$ cat config.mk
export PLATFORM = sky130hd
export DESIGN_NAME = extbus_master_flat
export DESIGN_NICKNAME = d
export VERILOG_FILES = /design/src/rtl/extbus_master_if.sv /design/src/rtl/extbus_master.sv /design/src/flat_wrapper.sv
export SDC_FILE = /design/constraint.sdc
export NUM_CORES = 1
export LEC_CHECK = 0
export CAP_MARGIN = 30
export CELL_PAD_IN_SITES_DETAIL_PLACEMENT = 1
export CELL_PAD_IN_SITES_GLOBAL_PLACEMENT = 1
export CORE_UTILIZATION = 27
export CTS_CLUSTER_DIAMETER = 30
export CTS_CLUSTER_SIZE = 40
export DETAILED_ROUTE_END_ITERATION = 6
export GPL_ROUTABILITY_DRIVEN = 0
export PLACE_DENSITY = 0.73
export SLEW_MARGIN = 10
export SYNTH_ARGS = -nofsm -noshare
export SYNTH_HDL_FRONTEND = slang
export SYNTH_SLANG_ARGS = --single-unit
export TNS_END_PERCENT = 50
$ cat constraint.sdc
create_clock -name clk -period 1.6 [get_ports clk]
set_input_delay 0.24 -clock clk [delete_from_list [all_inputs] [get_ports clk]]
set_output_delay 0.24 -clock clk [all_outputs]
set_load 0.05 [all_outputs]
$ cat src/rtl/extbus_master_if.sv
// Command, response and external-bus signals of extbus_master.
// master: the sequencer's view. slave: the command source and bus pad side.
interface extbus_master_if #(
  parameter int unsigned ADDR_W = 5,
  parameter int unsigned DATA_W = 8,
  parameter int unsigned CNT_W  = 4
);
  // Command channel (valid/ready)
  logic              cmd_valid;
  logic              cmd_ready;
  logic              cmd_write;
  logic [ADDR_W-1:0] cmd_addr;
  logic [DATA_W-1:0] cmd_wdata;
  logic [CNT_W-1:0]  cmd_count;

  // Response and status
  logic              rsp_valid;
  logic [DATA_W-1:0] rsp_data;
  logic              busy;

  // External 6502-style bus
  logic              bus_cs_n;
  logic              bus_rd_n;
  logic              bus_wr_n;
  logic [ADDR_W-1:0] bus_a;
  logic [DATA_W-1:0] bus_d_out;
  logic              bus_d_oe;
  logic [DATA_W-1:0] bus_d_in;

  modport master (
    input  cmd_valid, cmd_write, cmd_addr, cmd_wdata, cmd_count, bus_d_in,
    output cmd_ready, rsp_valid, rsp_data, busy,
    output bus_cs_n, bus_rd_n, bus_wr_n, bus_a, bus_d_out, bus_d_oe
  );

  modport slave (
    output cmd_valid, cmd_write, cmd_addr, cmd_wdata, cmd_count, bus_d_in,
    input  cmd_ready, rsp_valid, rsp_data, busy,
    input  bus_cs_n, bus_rd_n, bus_wr_n, bus_a, bus_d_out, bus_d_oe
  );
endinterface

$ cat src/rtl/extbus_master.sv
// Host-side sequencer for the 6502-style external bus of the video block.
// Turns read/write commands into bus cycles with programmable setup, strobe
// and hold lengths. All outputs are registered.
// Optional feature: define EXTBUS_MASTER_BURST_EN to honour cmd_count and
// repeat the cycle to one address (GAP state between beats). Without it every
// command is a single beat.
module extbus_master #(
  parameter int unsigned ADDR_W     = 5,
  parameter int unsigned DATA_W     = 8,
  parameter int unsigned SETUP_CYC  = 2,
  parameter int unsigned STROBE_CYC = 3,
  parameter int unsigned HOLD_CYC   = 1,
  parameter int unsigned CNT_W      = 4
) (
  input logic             clk,
  input logic             rst_n,
  extbus_master_if.master bus
);

  localparam int unsigned MaxCyc =
      (SETUP_CYC > STROBE_CYC) ? ((SETUP_CYC > HOLD_CYC) ? SETUP_CYC : HOLD_CYC)
                               : ((STROBE_CYC > HOLD_CYC) ? STROBE_CYC : HOLD_CYC);
  localparam int unsigned PhW = $clog2(MaxCyc) + 1;

  // Phase counters load "length - 1" and count down to zero.
  localparam logic [PhW-1:0] SetupLast  = PhW'(SETUP_CYC - 1);
  localparam logic [PhW-1:0] StrobeLast = PhW'(STROBE_CYC - 1);
  localparam logic [PhW-1:0] HoldLast   = PhW'(HOLD_CYC - 1);

  typedef enum logic [2:0] {
    StIdle,
    StSetup,
    StStrobe,
    StHold
`ifdef EXTBUS_MASTER_BURST_EN
    , StGap
`endif
  } state_e;

  state_e            state_q;
  logic [PhW-1:0]    phase_q;
  logic              write_q;
  logic              ready_q;
  logic              busy_q;
  logic              rsp_valid_q;
  logic [DATA_W-1:0] rsp_data_q;
  logic              cs_n_q;
  logic              rd_n_q;
  logic              wr_n_q;
  // bus_a / bus_d_out registers double as the latched command address and data.
  logic [ADDR_W-1:0] a_q;
  logic [DATA_W-1:0] dout_q;
  logic              oe_q;

`ifdef EXTBUS_MASTER_BURST_EN
  logic [CNT_W-1:0]  beats_q;  // beats still to run after the current one
`else
  logic unused_count;
  assign unused_count = ^bus.cmd_count;
`endif

  // Bus-cycle FSM; every output is produced as a register alongside the state.
  always_ff @(posedge clk) begin
    if (!rst_n) begin
      state_q     <= StIdle;
      phase_q     <= '0;
      write_q     <= 1'b0;
      ready_q     <= 1'b1;
      busy_q      <= 1'b0;
      rsp_valid_q <= 1'b0;
      rsp_data_q  <= '0;
      cs_n_q      <= 1'b1;
      rd_n_q      <= 1'b1;
      wr_n_q      <= 1'b1;
      a_q         <= '0;
      dout_q      <= '0;
      oe_q        <= 1'b0;
`ifdef EXTBUS_MASTER_BURST_EN
      beats_q     <= '0;
`endif
    end else begin
      rsp_valid_q <= 1'b0;
      unique case (state_q)
        StIdle: begin
          if (bus.cmd_valid && ready_q) begin
            state_q <= StSetup;
            phase_q <= SetupLast;
            write_q <= bus.cmd_write;
            a_q     <= bus.cmd_addr;
            dout_q  <= bus.cmd_wdata;
            oe_q    <= bus.cmd_write;
            cs_n_q  <= 1'b0;
            ready_q <= 1'b0;
            busy_q  <= 1'b1;
`ifdef EXTBUS_MASTER_BURST_EN
            beats_q <= bus.cmd_count;
`endif
          end
        end

        StSetup: begin
          if (phase_q == '0) begin
            state_q <= StStrobe;
            phase_q <= StrobeLast;
            rd_n_q  <= write_q;
            wr_n_q  <= ~write_q;
          end else begin
            phase_q <= phase_q - PhW'(1);
          end
        end

        StStrobe: begin
          if (phase_q == '0) begin
            state_q <= StHold;
            phase_q <= HoldLast;
            rd_n_q  <= 1'b1;
            wr_n_q  <= 1'b1;
            // Pad data is sampled on the edge that closes the read strobe.
            if (!write_q) begin
              rsp_data_q  <= bus.bus_d_in;
              rsp_valid_q <= 1'b1;
            end
          end else begin
            phase_q <= phase_q - PhW'(1);
          end
        end

        StHold: begin
          if (phase_q == '0) begin
            cs_n_q <= 1'b1;
            oe_q   <= 1'b0;
`ifdef EXTBUS_MASTER_BURST_EN
            if (beats_q != '0) begin
              state_q <= StGap;
              beats_q <= beats_q - CNT_W'(1);
            end else begin
              state_q <= StIdle;
              ready_q <= 1'b1;
              busy_q  <= 1'b0;
            end
`else
            state_q <= StIdle;
            ready_q <= 1'b1;
            busy_q  <= 1'b0;
`endif
          end else begin
            phase_q <= phase_q - PhW'(1);
          end
        end

`ifdef EXTBUS_MASTER_BURST_EN
        StGap: begin
          state_q <= StSetup;
          phase_q <= SetupLast;
          cs_n_q  <= 1'b0;
          oe_q    <= write_q;
        end
`endif

        default: begin
          state_q <= StIdle;
          ready_q <= 1'b1;
          busy_q  <= 1'b0;
          cs_n_q  <= 1'b1;
          rd_n_q  <= 1'b1;
          wr_n_q  <= 1'b1;
          oe_q    <= 1'b0;
        end
      endcase
    end
  end

  assign bus.cmd_ready = ready_q;
  assign bus.busy      = busy_q;
  assign bus.rsp_valid = rsp_valid_q;
  assign bus.rsp_data  = rsp_data_q;
  assign bus.bus_cs_n  = cs_n_q;
  assign bus.bus_rd_n  = rd_n_q;
  assign bus.bus_wr_n  = wr_n_q;
  assign bus.bus_a     = a_q;
  assign bus.bus_d_out = dout_q;
  assign bus.bus_d_oe  = oe_q;

endmodule

$ cat src/flat_wrapper.sv
// flat-port wrapper written by rule: the top's interface ports become plain ports
module extbus_master_flat 
#(
  parameter int unsigned ADDR_W     = 5,
  parameter int unsigned DATA_W     = 8,
  parameter int unsigned SETUP_CYC  = 2,
  parameter int unsigned STROBE_CYC = 3,
  parameter int unsigned HOLD_CYC   = 1,
  parameter int unsigned CNT_W      = 4
)
  (clk, rst_n, bus_cmd_valid, bus_cmd_write, bus_cmd_addr, bus_cmd_wdata, bus_cmd_count, bus_bus_d_in, bus_cmd_ready, bus_rsp_valid, bus_rsp_data, bus_busy, bus_bus_cs_n, bus_bus_rd_n, bus_bus_wr_n, bus_bus_a, bus_bus_d_out, bus_bus_d_oe);
  extbus_master_if #(.ADDR_W(ADDR_W), .DATA_W(DATA_W), .CNT_W(CNT_W)) bus_i ();
  input logic clk;
  input logic rst_n;
  input wire logic [$bits(bus_i.cmd_valid)-1:0] bus_cmd_valid;
  input wire logic [$bits(bus_i.cmd_write)-1:0] bus_cmd_write;
  input wire logic [$bits(bus_i.cmd_addr)-1:0] bus_cmd_addr;
  input wire logic [$bits(bus_i.cmd_wdata)-1:0] bus_cmd_wdata;
  input wire logic [$bits(bus_i.cmd_count)-1:0] bus_cmd_count;
  input wire logic [$bits(bus_i.bus_d_in)-1:0] bus_bus_d_in;
  output wire logic [$bits(bus_i.cmd_ready)-1:0] bus_cmd_ready;
  output wire logic [$bits(bus_i.rsp_valid)-1:0] bus_rsp_valid;
  output wire logic [$bits(bus_i.rsp_data)-1:0] bus_rsp_data;
  output wire logic [$bits(bus_i.busy)-1:0] bus_busy;
  output wire logic [$bits(bus_i.bus_cs_n)-1:0] bus_bus_cs_n;
  output wire logic [$bits(bus_i.bus_rd_n)-1:0] bus_bus_rd_n;
  output wire logic [$bits(bus_i.bus_wr_n)-1:0] bus_bus_wr_n;
  output wire logic [$bits(bus_i.bus_a)-1:0] bus_bus_a;
  output wire logic [$bits(bus_i.bus_d_out)-1:0] bus_bus_d_out;
  output wire logic [$bits(bus_i.bus_d_oe)-1:0] bus_bus_d_oe;
  assign bus_i.cmd_valid = bus_cmd_valid;
  assign bus_i.cmd_write = bus_cmd_write;
  assign bus_i.cmd_addr = bus_cmd_addr;
  assign bus_i.cmd_wdata = bus_cmd_wdata;
  assign bus_i.cmd_count = bus_cmd_count;
  assign bus_i.bus_d_in = bus_bus_d_in;
  assign bus_cmd_ready = bus_i.cmd_ready;
  assign bus_rsp_valid = bus_i.rsp_valid;
  assign bus_rsp_data = bus_i.rsp_data;
  assign bus_busy = bus_i.busy;
  assign bus_bus_cs_n = bus_i.bus_cs_n;
  assign bus_bus_rd_n = bus_i.bus_rd_n;
  assign bus_bus_wr_n = bus_i.bus_wr_n;
  assign bus_bus_a = bus_i.bus_a;
  assign bus_bus_d_out = bus_i.bus_d_out;
  assign bus_bus_d_oe = bus_i.bus_d_oe;
  extbus_master #(.ADDR_W(ADDR_W), .DATA_W(DATA_W), .SETUP_CYC(SETUP_CYC), .STROBE_CYC(STROBE_CYC), .HOLD_CYC(HOLD_CYC), .CNT_W(CNT_W)) u_core (.clk(clk), .rst_n(rst_n), .bus(bus_i));
endmodule
==> results of run 1 <==
critical path: stages (launching register included):
cell and delay [ns]:
dfxtp_4 0.36, buf_6 0.12, ha_4 0.15, or3_4 0.38, a21oi_4 0.16, mux2i_1 0.21, nor2_1 0.07
cell usage after synthesis:
master	count	area [um^2]
nand2_1	50	188
dfxtp_1	33	661
a21oi_1	27	135
inv_1	7	26.3
clkbuf_1	6	22.5
ha_1	6	75.1
nor2_1	6	22.5
mux2i_1	4	40.0
nand3_1	3	15.0
o21ai_0	3	15.0
o21ai_1	3	15.0
a21o_1	2	15.0
buf_4	2	15.0
nand2b_1	2	12.5
nor3_1	2	10.0
a2111o_1	1	11.3
a2111oi_0	1	8.76
a211oi_1	1	7.51
a21boi_1	1	7.51
a21oi_4	1	16.3
a31oi_1	1	6.26
and3_1	1	6.26
buf_2	1	5.00
buf_6	1	11.3
nand3b_1	1	7.51
nand4bb_1	1	11.3
nor2b_1	1	6.26
nor3b_2	1	12.5
o211ai_2	1	12.5
o221a_1	1	11.3
o32ai_1	1	8.76
or3_1	1	6.26
routing by layer:
| metal | GRT usage | wire length (um) | share of wire | vias to the layer above |
|---|---|---|---|---|
| li1 | - | - | - | 715 |
| met4 | 0.0692 | 56 | 0.014 | 0 |
| met2 | 0.231 | 1890 | 0.48 | 39 |
| met5 | 0 | 0 | 0 | - |
| met1 | 0.180 | 1770 | 0.45 | 654 |
| met3 | 0.0509 | 220 | 0.056 | 6 |
final cells by class:
cell class	instances	share of cell area
clock inverters	1	0.0131
well taps	70	0.0381
clock buffers	7	0.0376
inverters	7	0.0125
multi-input cells	123	0.334
flip-flops and latches	33	0.291
repair buffers	73	0.274
worst paths after layout:
check                           from  slack, ns  cells after the start                       to
max                u_core.state_q[1]       0.02                      6        u_core.state_q[1]
min          u_core.bus.bus_d_out[6]       0.46                      2  u_core.bus.bus_d_out[6]
max reg2reg        u_core.state_q[1]       0.02                      6        u_core.state_q[1]
min reg2reg  u_core.bus.bus_d_out[6]       0.46                      2  u_core.bus.bus_d_out[6]
cells by family after synthesis:
| kind of cell | Yosys count | synth area share |
|---|---|---|
| buffers and inverters | 17 | 0.0562 |
| adders and majority gates | 6 | 0.0527 |
| muxes | 4 | 0.0281 |
| and+or+nand+nor | 69 | 0.209 |
| DFF | 33 | 0.464 |
| AOI/OAI and AO/OA | 44 | 0.190 |
power groups by stage:
stage               sequential, mW  clock (mW)  combinational, mW
floorplan                     1.66           0               1.12
global placement              1.17           0               2.35
detailed placement            1.18           0               2.39
CTS                           1.16       0.825               2.43
global route                  1.22       0.867               2.85
finish                        1.19       0.807               2.63
what timing repair did:
item                       4_1_cts  5_1_grt
pin swaps                        0        4
setup endpoints to repair        6       13
buffers inserted                 0        1
resized for setup                5       19
sequential cells by signal, summed over array words and instances, names as in the netlist:
signal / count
u_core.write_q: 1
u_core.bus.bus_d_out: 8
u_core.bus.rsp_valid: 1
u_core.bus.busy: 1
u_core.bus.bus_a: 5
u_core.bus.bus_wr_n: 1
u_core.phase_q: 3
u_core.bus.bus_rd_n: 1
u_core.bus.cmd_ready: 1
u_core.bus.rsp_data: 8
u_core.bus.bus_d_oe: 1
u_core.state_q: 2
==> impl_metrics.csv, run 1 <==
group,metric,value,unit
clock_network,cts_root_buf,"clkbuf_8",
route,drc,0,
floorplan,coreArea,0.00511,mm^2
logic_synthesis,syn-num-nets,208,
route,drt-initial-drc-count,53,
finish,final_common_cell,"nand2_1",
flow_run,max_cap_violations,0,
power,total_power,4.62,mW
finish,finalNetCount,278,
clock_network,clock_path_buffers,2,
logic_synthesis,synth_cell_type_count,32,
finish,finalNonFillerCells,314,
floorplan,ios,57,
grt,grt_max_degree,17,
placed_design,dpl.hpwl,2820,um
finish,seq_area,668,um^2
grt,antenna_found_initial,0,
timing,finalSetupTns,0,ns
timing,fin_crit,1.58,ns
finish,antenna_cells,0,
power,power_density,2010,mW/mm^2
power,p_seq_frac,0.257,
floorplan,die-area,0.00557,mm^2
logic_synthesis,synthesis.instances,173,
timing,maxSlewHeadroom,0.747,
clock_network,clock_sinks,33,
critical_path,start_kind,"flop",
placed_design,placed_area,0.00207,mm^2
floorplan,die_h,74.6,um
logic_synthesis,ys_ff_latch,33,
finish,drive_above_1_share,0.303,
power,p_int,2.60,mW
power,combPwrFrac,0.569,
timing,finalCritPeriodShare,0.985,
hold_path,hold_path.class,"reg -> reg",
finish,synthToLayoutAreaGrowth,61.2,%
route,drtPass1Iterations,4,
timing,worst_slew_pin_slew,0.376,ns
route,wl,3930,um
logic_synthesis,synth_seq_area_share,0.464,
status,outcome,"finished, final reports clean",
power,cellLeakagePower,0.934,nW
placed_design,port_buffers,52,
placed_design,dpl_worst_slack,-0.124,ns
clock_network,ctsHoldBuffers,0,
logic_synthesis,syn_area_per_cell,8.23,um^2
power,swShare,0.439,
clock_network,clk_pin_slew,0.07,ns
timing,holdWs,0.456,ns
finish,stdcell_area,0.00230,mm^2
critical_path,arrival,1.74,ns
timing,slew_viol_final,0,
route,vias,1414,
timing,rsz0062_at_grt,"yes",
grt,grt_usage,0.147,
critical_path,crit_type,"reg -> reg",
clock_network,clk_latency,0.28,ns
route,wl_per_cell,12.5,um
route,ant_nets,0,
critical_path,endpoint_kind,"flop",
power,p_sw,2.03,mW
finish,multi_input_area,767,um^2
power,irDropWorstVdd,916,uV
clock_network,cts_tree,"built",
finish,mostFrequentLayoutCells,"50 x nand2_1, 46 x buf_4, 31 x dfxtp_1, 26 x a21oi_1, 24 x clkdlybuf4s50_1",
logic_synthesis,yosysWarnings,0,
floorplan,die_w,74.6,um
finish,fillers,625,
grt,grt_pass1_vias,1322,
timing,setup_viol,0,
power,p_clk_frac,0.175,
timing,finalClockSkew,0.00322,ns
grt,gr-total-overflow,0,
grt,grt_pass1_wl,6080,um
timing,finalHoldViolCount,0,
critical_path,cp_max_fo,6,
clock_network,htreeDepth,2,
critical_path,cp.required,1.76,ns
floorplan,rows,26,
timing,fin_ws,0.0240,ns
logic_synthesis,syn_area,0.00142,mm^2
clock_network,numCtsBuffers,5,
floorplan,initial_core_util,0.279,
finish,utilization,0.450,
timing,fmax,635,MHz
route,vias_per_cell,4.50,
placed_design,dp_cells,305,
(Power assumes the default switching activity.)
==> run 2, diff against run 1 <==
CORE_MARGIN = 10   (was unset)
SLEW_MARGIN = unset   (was 10)
==> run 2 against run 1 <==
Sequential share of layout area is essentially flat. Core utilization up 0.073 points. Final cell count shrank 0.32%. Fmax down 1.4%. Combinational power increased by 3%. Die area grew 54%. Worst setup slack got worse by 0.022 ns. Clock power is essentially flat. Hold slack worse by 0.0020 ns. Critical path depth rose by 1. Critical path type unchanged. Largest power group unchanged. Highest routed layer unchanged.
==> impl_metrics.csv, run 2 (same netlist as run 1, synthesis figures left out) <==
group,metric,value,unit
status,outcome,"finished, final reports clean",
critical_path,cp_max_fo,5,
timing,rsz0062_at_grt,"yes",
finish,drive_above_1_share,0.300,
route,drc,0,
clock_network,postCtsSetupRepairBufs,0,
flow_run,max_cap_violations,0,
route,vias_per_cell,4.53,
floorplan,coreArea,0.00511,mm^2
finish,final_common_cell,"nand2_1",
floorplan,die-area,0.00858,mm^2
placed_design,port_buffers,52,
timing,fmax,626,MHz
grt,grt_pass1_wl,7250,um
critical_path,cp_slowest_cell,"a2111oi_2",
clock_network,numCtsBuffers,5,
finish,antenna_cells,0,
route,ant_nets,0,
clock_network,clk_latency,0.28,ns
grt,grt_usage,0.102,
critical_path,path_buf_inv,2,
grt,gr-total-overflow,0,
clock_network,ctsHoldBuffers,0,
timing,finalClockSkew,0.00544,ns
hold_path,hold_path.class,"reg -> reg",
floorplan,initial_core_util,0.279,
finish,synthToLayoutAreaGrowth,61.5,%
clock_network,cts_root_buf,"clkbuf_8",
critical_path,cp.required,1.81,ns
power,p_sw,2.05,mW
finish,utilization,0.450,
clock_network,clock_path_buffers,2,
finish,finalNetCount,277,
grt,grt_pass1_vias,1494,
route,wl,4500,um
timing,slew_viol_final,0,
floorplan,rows,26,
floorplan,ios,57,
clock_network,cts_tree,"built",
power,total_power,4.70,mW
route,drt-initial-drc-count,24,
power,swShare,0.436,
timing,maxSlewHeadroom,0.731,
route,drtPass1Iterations,4,
critical_path,crit_type,"reg -> reg",
power,combPwrFrac,0.576,
grt,antenna_found_initial,0,
critical_path,crit_family,"compound AO/OA/AOI/OAI gates",
power,p_clk_frac,0.172,
critical_path,start_kind,"flop",
timing,finalHoldViolCount,0,
power,cellLeakagePower,0.942,nW
clock_network,clock_sinks,33,
floorplan,die_h,92.6,um
finish,mostFrequentLayoutCells,"50 x nand2_1, 43 x buf_4, 31 x dfxtp_1, 25 x a21oi_1, 24 x clkdlybuf4s50_1",
placed_design,dpl.hpwl,3310,um
power,p_seq_frac,0.252,
timing,finalSetupTns,0,ns
critical_path,endpoint_kind,"flop",
clock_network,htreeDepth,2,
critical_path,path_cells,"inv_2 > ha_2 > buf_4 > nor2_1 > a2111oi_2 > nand3_1 > a31oi_1",
timing,fin_crit,1.60,ns
critical_path,slowest_delay,0.44,ns
timing,finalCritPeriodShare,0.999,
critical_path,arrival,1.81,ns
grt,grt_max_degree,17,
floorplan,die_w,92.6,um
power,p_int,2.65,mW
route,wl_per_cell,14.4,um
timing,worst_slew_pin_slew,0.402,ns
clock_network,clk_pin_slew,0.07,ns
power,power_density,2050,mW/mm^2
route,vias,1417,
power,irDropWorstVdd,684,uV
timing,setup_viol,0,
[run 2: cell types whose count changed in the layout (fill, tap and decap cells not counted), sizes merged]
cell	delta
buf	-1
[run 2: power groups by stage]
stage | combinational [mW] | clock (mW) | sequential (mW)
3_5_place_dp | 2.51 | 0 | 1.18
4_1_cts | 2.58 | 0.839 | 1.17
6_report | 2.71 | 0.808 | 1.19
2_1_floorplan | 1.12 | 0 | 1.66
3_3_place_gp | 2.48 | 0 | 1.17
5_1_grt | 2.94 | 0.879 | 1.22
[run 2: worst register-to-register path, stage by stage, from the launching register on]
cell       delay [ns]
dfxtp_4          0.36
inv_2            0.06
ha_2             0.18
buf_4            0.13
nor2_1           0.11
a2111oi_2        0.44
nand3_1          0.12
a31oi_1          0.13
[run 2: path summary, 6_finish.rpt]
| kind | start | end | slack, ns | depth (start not counted) |
|---|---|---|---|---|
| worst min register to register | u_core.bus.rsp_data[0] | u_core.bus.rsp_data[0] | 0.45 | 2 |
| worst max register to register | u_core.state_q[0] | u_core.phase_q[2] | 0.002 | 7 |
| worst max-delay path | u_core.state_q[0] | u_core.phase_q[2] | 0.002 | 7 |
| worst min-delay path | u_core.bus.rsp_data[0] | u_core.bus.rsp_data[0] | 0.45 | 2 |
[run 2: area by class of cell]
class	instances	area, um^2
fill	609	2810
multi-input combinational	123	744
sequential	33	668
timing repair buffer	72	654
tap	70	87.6
clock buffer	7	86.3
clock inverter	1	30.0
inverter	7	28.8
[run 2: metrics by stage]
stage               setup slack (ns)  instances  hold WS (ns)  cell area [um^2]
global placement             -0.0370        305         0.442              2110
global route                 -0.0759        313         0.483              2300
detailed placement           -0.0788        305         0.446              2110
floorplan                    0.00459        173         0.302              1430
finish                       0.00169        313         0.455              2300
CTS                           0.0106        313         0.458              2240
[run 2: metal layers]
layer	share of wire	global-route usage	wire, um
met1	0.41	0.110	1840
met2	0.50	0.172	2230
met3	0.091	0.0533	409
met4	0.0036	0.0231	16
met5	0	0	0
[run 2: what timing repair did]
action / CTS / global route
gates resized for setup: 5 / 16
endpoints found under the setup margin: 7 / 18
pin swaps: 0 / 4
